`config.mk`:
```
export PLATFORM = sky130hd
export DESIGN_NAME = divisor_por_2
export DESIGN_NICKNAME = d
export VERILOG_FILES = /design/src/rtl/divisor_por_2.sv
export SDC_FILE = /design/constraint.sdc
export NUM_CORES = 1
export LEC_CHECK = 0
export BUFFER_PORTS_ARGS = -buffer_cell sky130_fd_sc_hd__buf_2
export CORE_AREA = 2 2 39 41
export CTS_BUF_LIST = sky130_fd_sc_hd__clkbuf_16
export DETAILED_ROUTE_END_ITERATION = 6
export DIE_AREA = 0 0 41 43
export GPL_TIMING_DRIVEN = 0
export PLACE_DENSITY = 0.74
export SETUP_SLACK_MARGIN = 0.15
export SLEW_MARGIN = 20
export SYNTH_ARGS = -nofsm -noshare
export SYNTH_HDL_FRONTEND = slang
export SYNTH_SLANG_ARGS = --single-unit
```
`constraint.sdc`:
```
create_clock -name clk_i -period 1.59 [get_ports clk_i]
set_clock_uncertainty 0.2 [all_clocks]
set_input_delay 0.3975 -clock clk_i [delete_from_list [all_inputs] [get_ports clk_i]]
set_output_delay 0.3975 -clock clk_i [all_outputs]
set_load 0.03 [all_outputs]
```
`src/rtl/divisor_por_2.sv`:
```
// divisor_por_2
// Registered halving of an unsigned sync counter value. It turns an 11-bit pixel/line
// count into a 10-bit half-resolution index for the memory/pixel address logic.
// The discarded LSB and a valid strobe are registered alongside the result.
//
// Ports
//   clk_i           system clock, rising edge
//   reset_i         asynchronous, active-high reset
//   en_i            sample enable; when low, cuenta_o and resto_o hold
//   incont_i        unsigned counter value to halve (IN_W bits)
//   cuenta_o        registered incont_i/2 (floor, or round-half-up when ROUND=1)
//   resto_o         registered LSB of the sampled incont_i
//   cuenta_valid_o  high for the cycle after an enabled sample
module divisor_por_2 #(
    parameter int IN_W  = 11,
    parameter int OUT_W = 10,
    parameter int ROUND = 0
) (
    input  logic             clk_i,
    input  logic             reset_i,
    input  logic             en_i,
    input  logic [IN_W-1:0]  incont_i,
    output logic [OUT_W-1:0] cuenta_o,
    output logic             resto_o,
    output logic             cuenta_valid_o
);

    if (OUT_W != IN_W - 1) begin : g_width_check
        $error("divisor_por_2: OUT_W must equal IN_W-1");
    end

    logic [OUT_W-1:0] half_w;

    if (ROUND == 0) begin : g_floor
        assign half_w = incont_i[IN_W-1:1];
    end else begin : g_round
        // (x+1)>>1 is the same as (x>>1) + x[0]; the one extra carry bit flags the
        // single input (all ones) whose rounded half no longer fits in OUT_W bits.
        logic [OUT_W:0] sum_w;
        assign sum_w  = {1'b0, incont_i[IN_W-1:1]} + {{OUT_W{1'b0}}, incont_i[0]};
        assign half_w = sum_w[OUT_W] ? {OUT_W{1'b1}} : sum_w[OUT_W-1:0];
    end

    logic [OUT_W-1:0] cuenta_q, cuenta_d;
    logic             resto_q, resto_d;
    logic             valid_q, valid_d;

    // The hold path is chosen by en_i alone, so an unknown incont_i while disabled
    // never reaches the registers.
    always_comb begin
        cuenta_d = cuenta_q;
        resto_d  = resto_q;
        valid_d  = 1'b0;
        if (en_i) begin
            cuenta_d = half_w;
            resto_d  = incont_i[0];
            valid_d  = 1'b1;
        end
    end

    always_ff @(posedge clk_i or posedge reset_i) begin
        if (reset_i) begin
            cuenta_q <= '0;
            resto_q  <= 1'b0;
            valid_q  <= 1'b0;
        end else begin
            cuenta_q <= cuenta_d;
            resto_q  <= resto_d;
            valid_q  <= valid_d;
        end
    end

    assign cuenta_o       = cuenta_q;
    assign resto_o        = resto_q;
    assign cuenta_valid_o = valid_q;

endmodule

```
# Yosys cells after proc, flatten, opt, wreduce, memory -nomap -nowiden
# Index checks and enable logic that the tools add are counted.
# word_totals
input_bits	14
out_inout_bits	12
ff_bits	12
word_cells	4
# op_classes
muxes	1
# op_table
cell	n
1-bit two-way mux	1

# Longest topological paths before layout
# logic_depth
depth_word	1
mapped_depth	2
mapped_depth_nobuf	1

# Worst setup path before layout
# OpenSTA, ideal clock, no wires.
# synth_timing
kind	input to register
start	input port en_i
end	register cuenta_q[0], in the netlist cuenta_o[0]
stages	2
setup_ps	125
required_time_ps	1265
path_buffers	1
arrival_time_ps	834
setup_slack_ps	431
path_cell_list	buf_6 -> mux2_4
# synth_lines
item	line	text
start: declaration	21	input logic en_i,
end signal: assignment	67	cuenta_q <= cuenta_d;
end: declaration	44	logic [OUT_W-1:0] cuenta_q, cuenta_d;
# No word-level cell between the ends.

# Worst setup path after layout
# layout_timing
start	register cuenta_q[6], in the netlist cuenta_o[6]
end	output port cuenta_o[6]
# layout_lines
item	line	text
end: declaration	23	output logic [OUT_W-1:0] cuenta_o,
# No word-level cell between the ends.

==> results_tabular.tex <==
\begin{tabular}{lr}
\hline
Metric & Value \\
\hline
\multicolumn{2}{l}{\textbf{Outcome}} \\
\quad Status & finished, final reports clean \\
\multicolumn{2}{l}{\textbf{Placed design}} \\
\quad Instance count after placement with tap cells included & 66 \\
\quad Pre-CTS setup slack & 0.257 ns \\
\quad Buffers on Ports & 25 \\
\quad Final estimated routing congestion in global placement & 0.549 \\
\multicolumn{2}{l}{\textbf{Detailed routing}} \\
\quad Pre-antenna DRT Iters & 1 \\
\quad Via-per-instance ratio & 4.28 \\
\quad Count of unresolved DRC violations after routing & 0 \\
\quad Routed Antenna Nets & 0 \\
\quad Via count & 304 \\
\quad Post-detailed-route wirelength per cell & 12.3 microns \\
\quad Number of violations reported at the end of detailed-routing iteration 0 & 0 \\
\quad Detailed Route WL & 874 microns \\
\multicolumn{2}{l}{\textbf{Setup path}} \\
\quad Cell family with the largest share of critical-path delay & flip-flops \\
\quad Register-to-register path setup slack & 0.63 ns \\
\quad Critical path cell sequence & buf\_2 \\
\quad Type of the worst setup path & reg -> out \\
\quad Count of cells along the worst register-to-register path & 1 \\
\quad Total number of cells along the worst setup path & 1 \\
\quad Capture instance of the worst register-to-register path & cuenta\_o[6]\$\_DFFE\_PP0P\_ \\
\quad Type of origin of the critical path & flop \\
\quad Max Fanout on Critical Path & 2 \\
\quad Startpoint of the lowest-slack register-to-register path & cuenta\_o[6]\$\_DFFE\_PP0P\_ \\
\quad Highest cell delay on the worst timing path & 0.38 ns \\
\quad Critical path capture point type & output pin \\
\quad WP buf/inv & 1 \\
\quad Critical path data arrival time & 0.79 ns \\
\quad Slowest-stage cell, CP & dfrtp\_1 \\
\quad Required time at the worst-slack endpoint & 0.99 ns \\
\quad Capture point of the critical path & cuenta\_o[6] \\
\quad CP Launch Point & cuenta\_o[6]\$\_DFFE\_PP0P\_ \\
\multicolumn{2}{l}{\textbf{Logic synthesis}} \\
\quad Yosys cell types & 5 \\
\quad Simple-Gate Fraction of Synth Area & 0 \\
\quad Average instance area after synthesis & 19.1 sq um \\
\quad Adder-Cell Fraction of Synth Area & 0 \\
\quad Most common cell in the netlist & dfrtp\_1 \\
\quad Synthesized-area fraction occupied by ao, oa, aoi and oai cells & 0 \\
\quad Post-synthesis async set-or-reset flop share & 1.00 \\
\quad Yosys warning count & 0 \\
\quad Post-synthesis cell area & 477 sq um \\
\quad Synth area leaders & dfrtp\_1, mux2\_4, buf\_6 \\
\quad Leading post-synthesis cells by instance count & dfrtp\_1, mux2\_4, buf\_6, inv\_1, mux2\_2 \\
\quad Biggest area consumer among synthesized cells & dfrtp\_1 \\
\quad EDFF count, synth & 0 \\
\quad Yosys reg bits & 12 \\
\quad Largest family of logic cells by synthesized area & multiplexers \\
\quad Most used flip-flop cell after synthesis & dfrtp\_1 \\
\quad Top cell type's share of synthesized area & 0.630 \\
\quad Proportion of synthesized chip area in sequential cells & 0.630 \\
\quad Xor and xnor area share after synthesis & 0 \\
\quad Post-synthesis mux area share & 0.339 \\
\quad Syn Nets & 39 \\
\quad Post-synthesis instance total & 25 \\
\multicolumn{2}{l}{\textbf{Clocking}} \\
\quad Register clock-pin slew on the reported worst setup and hold paths & 0.04 ns \\
\quad Maximum count of clock buffers along a single path & 2 \\
\quad Number of levels in the clock H-tree & 1 \\
\quad Source-to-sink clock delay at the later pin of the worst-skew pair & 0.24 ns \\
\quad Clk root buf & clkbuf\_16 \\
\quad Number of sinks handled by clock tree synthesis & 12 \\
\quad Clock tree from TritonCTS & done \\
\quad Number of buffers created by CTS & 3 \\
\multicolumn{2}{l}{\textbf{Pwr}} \\
\quad Leak pwr & 0.379 nW \\
\quad Overall Power & 0.976 mW \\
\quad VDD IR-drop max & 0.000608 V \\
\quad Power per standard cell area & 1370 nW/um\^{}2 \\
\multicolumn{2}{l}{\textbf{Timing}} \\
\quad Relative slew slack & 0.707 \\
\quad Pin slew with the least headroom to its limit & 0.439 ns \\
\quad Post-layout min period & 1.39 ns \\
\quad Count of final max-slew check failures & 0 \\
\quad Total of endpoints with negative setup slack in the final report & 0 \\
\quad Max Clock Freq & 0.719 GHz \\
\quad Setup repair after global routing missed its margin & no \\
\quad Hold Violations, Final & 0 \\
\quad Final Worst Setup Slack & 0.200 ns \\
\quad Post-route setup TNS & 0 ns \\
\quad Fraction of the cycle the final worst path needs & 0.874 \\
\multicolumn{2}{l}{\textbf{Global route}} \\
\quad Via count of the first global-routing pass & 330 \\
\quad First-pass GRT wire length & 1310 microns \\
\quad All-Layer GR Usage & 0.123 \\
\quad Number of antenna violations at the first check in global routing & 0 \\
\quad GRT overflow & 0 \\
\quad Pin count of the biggest net entering global routing & 13 \\
\multicolumn{2}{l}{\textbf{Die}} \\
\quad Total core area & 1380 sq um \\
\quad Boundary Pins & 26 \\
\quad Total die area & 1760 sq um \\
\quad Site row count & 14 \\
\quad Die Width & 41 microns \\
\quad Die Height & 43 microns \\
\quad Starting Density & 0.344 \\
\multicolumn{2}{l}{\textbf{Finish}} \\
\quad Share of cells above drive strength 1 & 0.727 \\
\quad Share of the core filled with cells & 0.514 \\
\quad P\&R area growth vs syn & 49.1\% \\
\quad Final std cells w/o fill & 71 \\
\quad Fin nets & 70 \\
\quad Number of diodes & 0 \\
\multicolumn{2}{l}{\textbf{Job}} \\
\quad Maxcap violations & 0 \\
\multicolumn{2}{l}{\textbf{Worst hold path}} \\
\quad HP Class & in -> reg \\
\hline
\end{tabular}
[area by class of cell]
| type | instances | area [sq um] |
|---|---|---|
| repair buffers | 26 | 135 |
| plain buffers | 1 | 11.3 |
| flip-flops and latches | 12 | 300 |
| clock buffers | 3 | 75.1 |
| fillers | 121 | 673 |
| inverters | 1 | 3.75 |
| well taps | 16 | 20.0 |
| multi-input cells | 11 | 161 |
| clock inverters | 1 | 3.75 |
[kinds of logic (layout without fill, tap and decap cells)]
kind of cell,count (synthesis),in the layout
DFF,12,12
buffers and inverters,2,32
muxes,11,11
[placed cells by master (no fill, tap or decap)]
cell type,netlist,final
buf_2,0,25
buf_6,1,1
clkbuf_16,0,3
clkinv_1,0,1
dfrtp_1,12,12
dlygate4sd3_1,0,1
inv_1,1,1
mux2_2,1,1
mux2_4,10,10
[metrics by stage]
step | instance area, sq um | hold WS [ns]
floorplan | 477 | 0.0622
global placement | 622 | 0.217
detailed placement | 622 | 0.216
CTS | 711 | 0.106
global route | 711 | 0.116
finish | 711 | 0.110
[sequential cells by signal, summed over array words and instances (netlist names)]
register / cells
cuenta_valid_o: 1
cuenta_o: 10
resto_o: 1
[report_power, final]
group          internal (mW)  total, mW  leakage (nW)  switching [mW]
Clock                  0.330      0.454        0.0385           0.124
Combinational         0.0750      0.171         0.200          0.0965
Sequential             0.336      0.350         0.140          0.0142
[how the worst min path moves through the flow]
stage	depth (start not counted)	slack (ns)	end	startpoint
final	1	0.11	cuenta_valid_o$_DFF_PP0_	en_i
after detailed placement	2	0.22	cuenta_o[6]$_DFFE_PP0P_	reset_i
after floorplan	1	0.06	cuenta_o[0]$_DFFE_PP0P_	reset_i
after global placement	2	0.22	cuenta_o[9]$_DFFE_PP0P_	reset_i
after global routing	1	0.12	cuenta_valid_o$_DFF_PP0_	en_i
after CTS	1	0.11	cuenta_valid_o$_DFF_PP0_	en_i
[timing repair]
action                    4_1_cts  5_1_grt
gates resized for setup         0        0
hold buffers                    1        0
hold endpoints to repair       12        0
buffers inserted                0        0
[layer usage]
metal	routed length, microns	vias to the layer above	track usage	share of wire
met5	0	-	0	0
met4	0	0	0.100	0
met3	89	0	0.0471	0.10
met2	418	17	0.184	0.48
met1	367	143	0.128	0.42
li1	-	144	-	-
No activity file was read; power rests on OpenSTA's default activity.
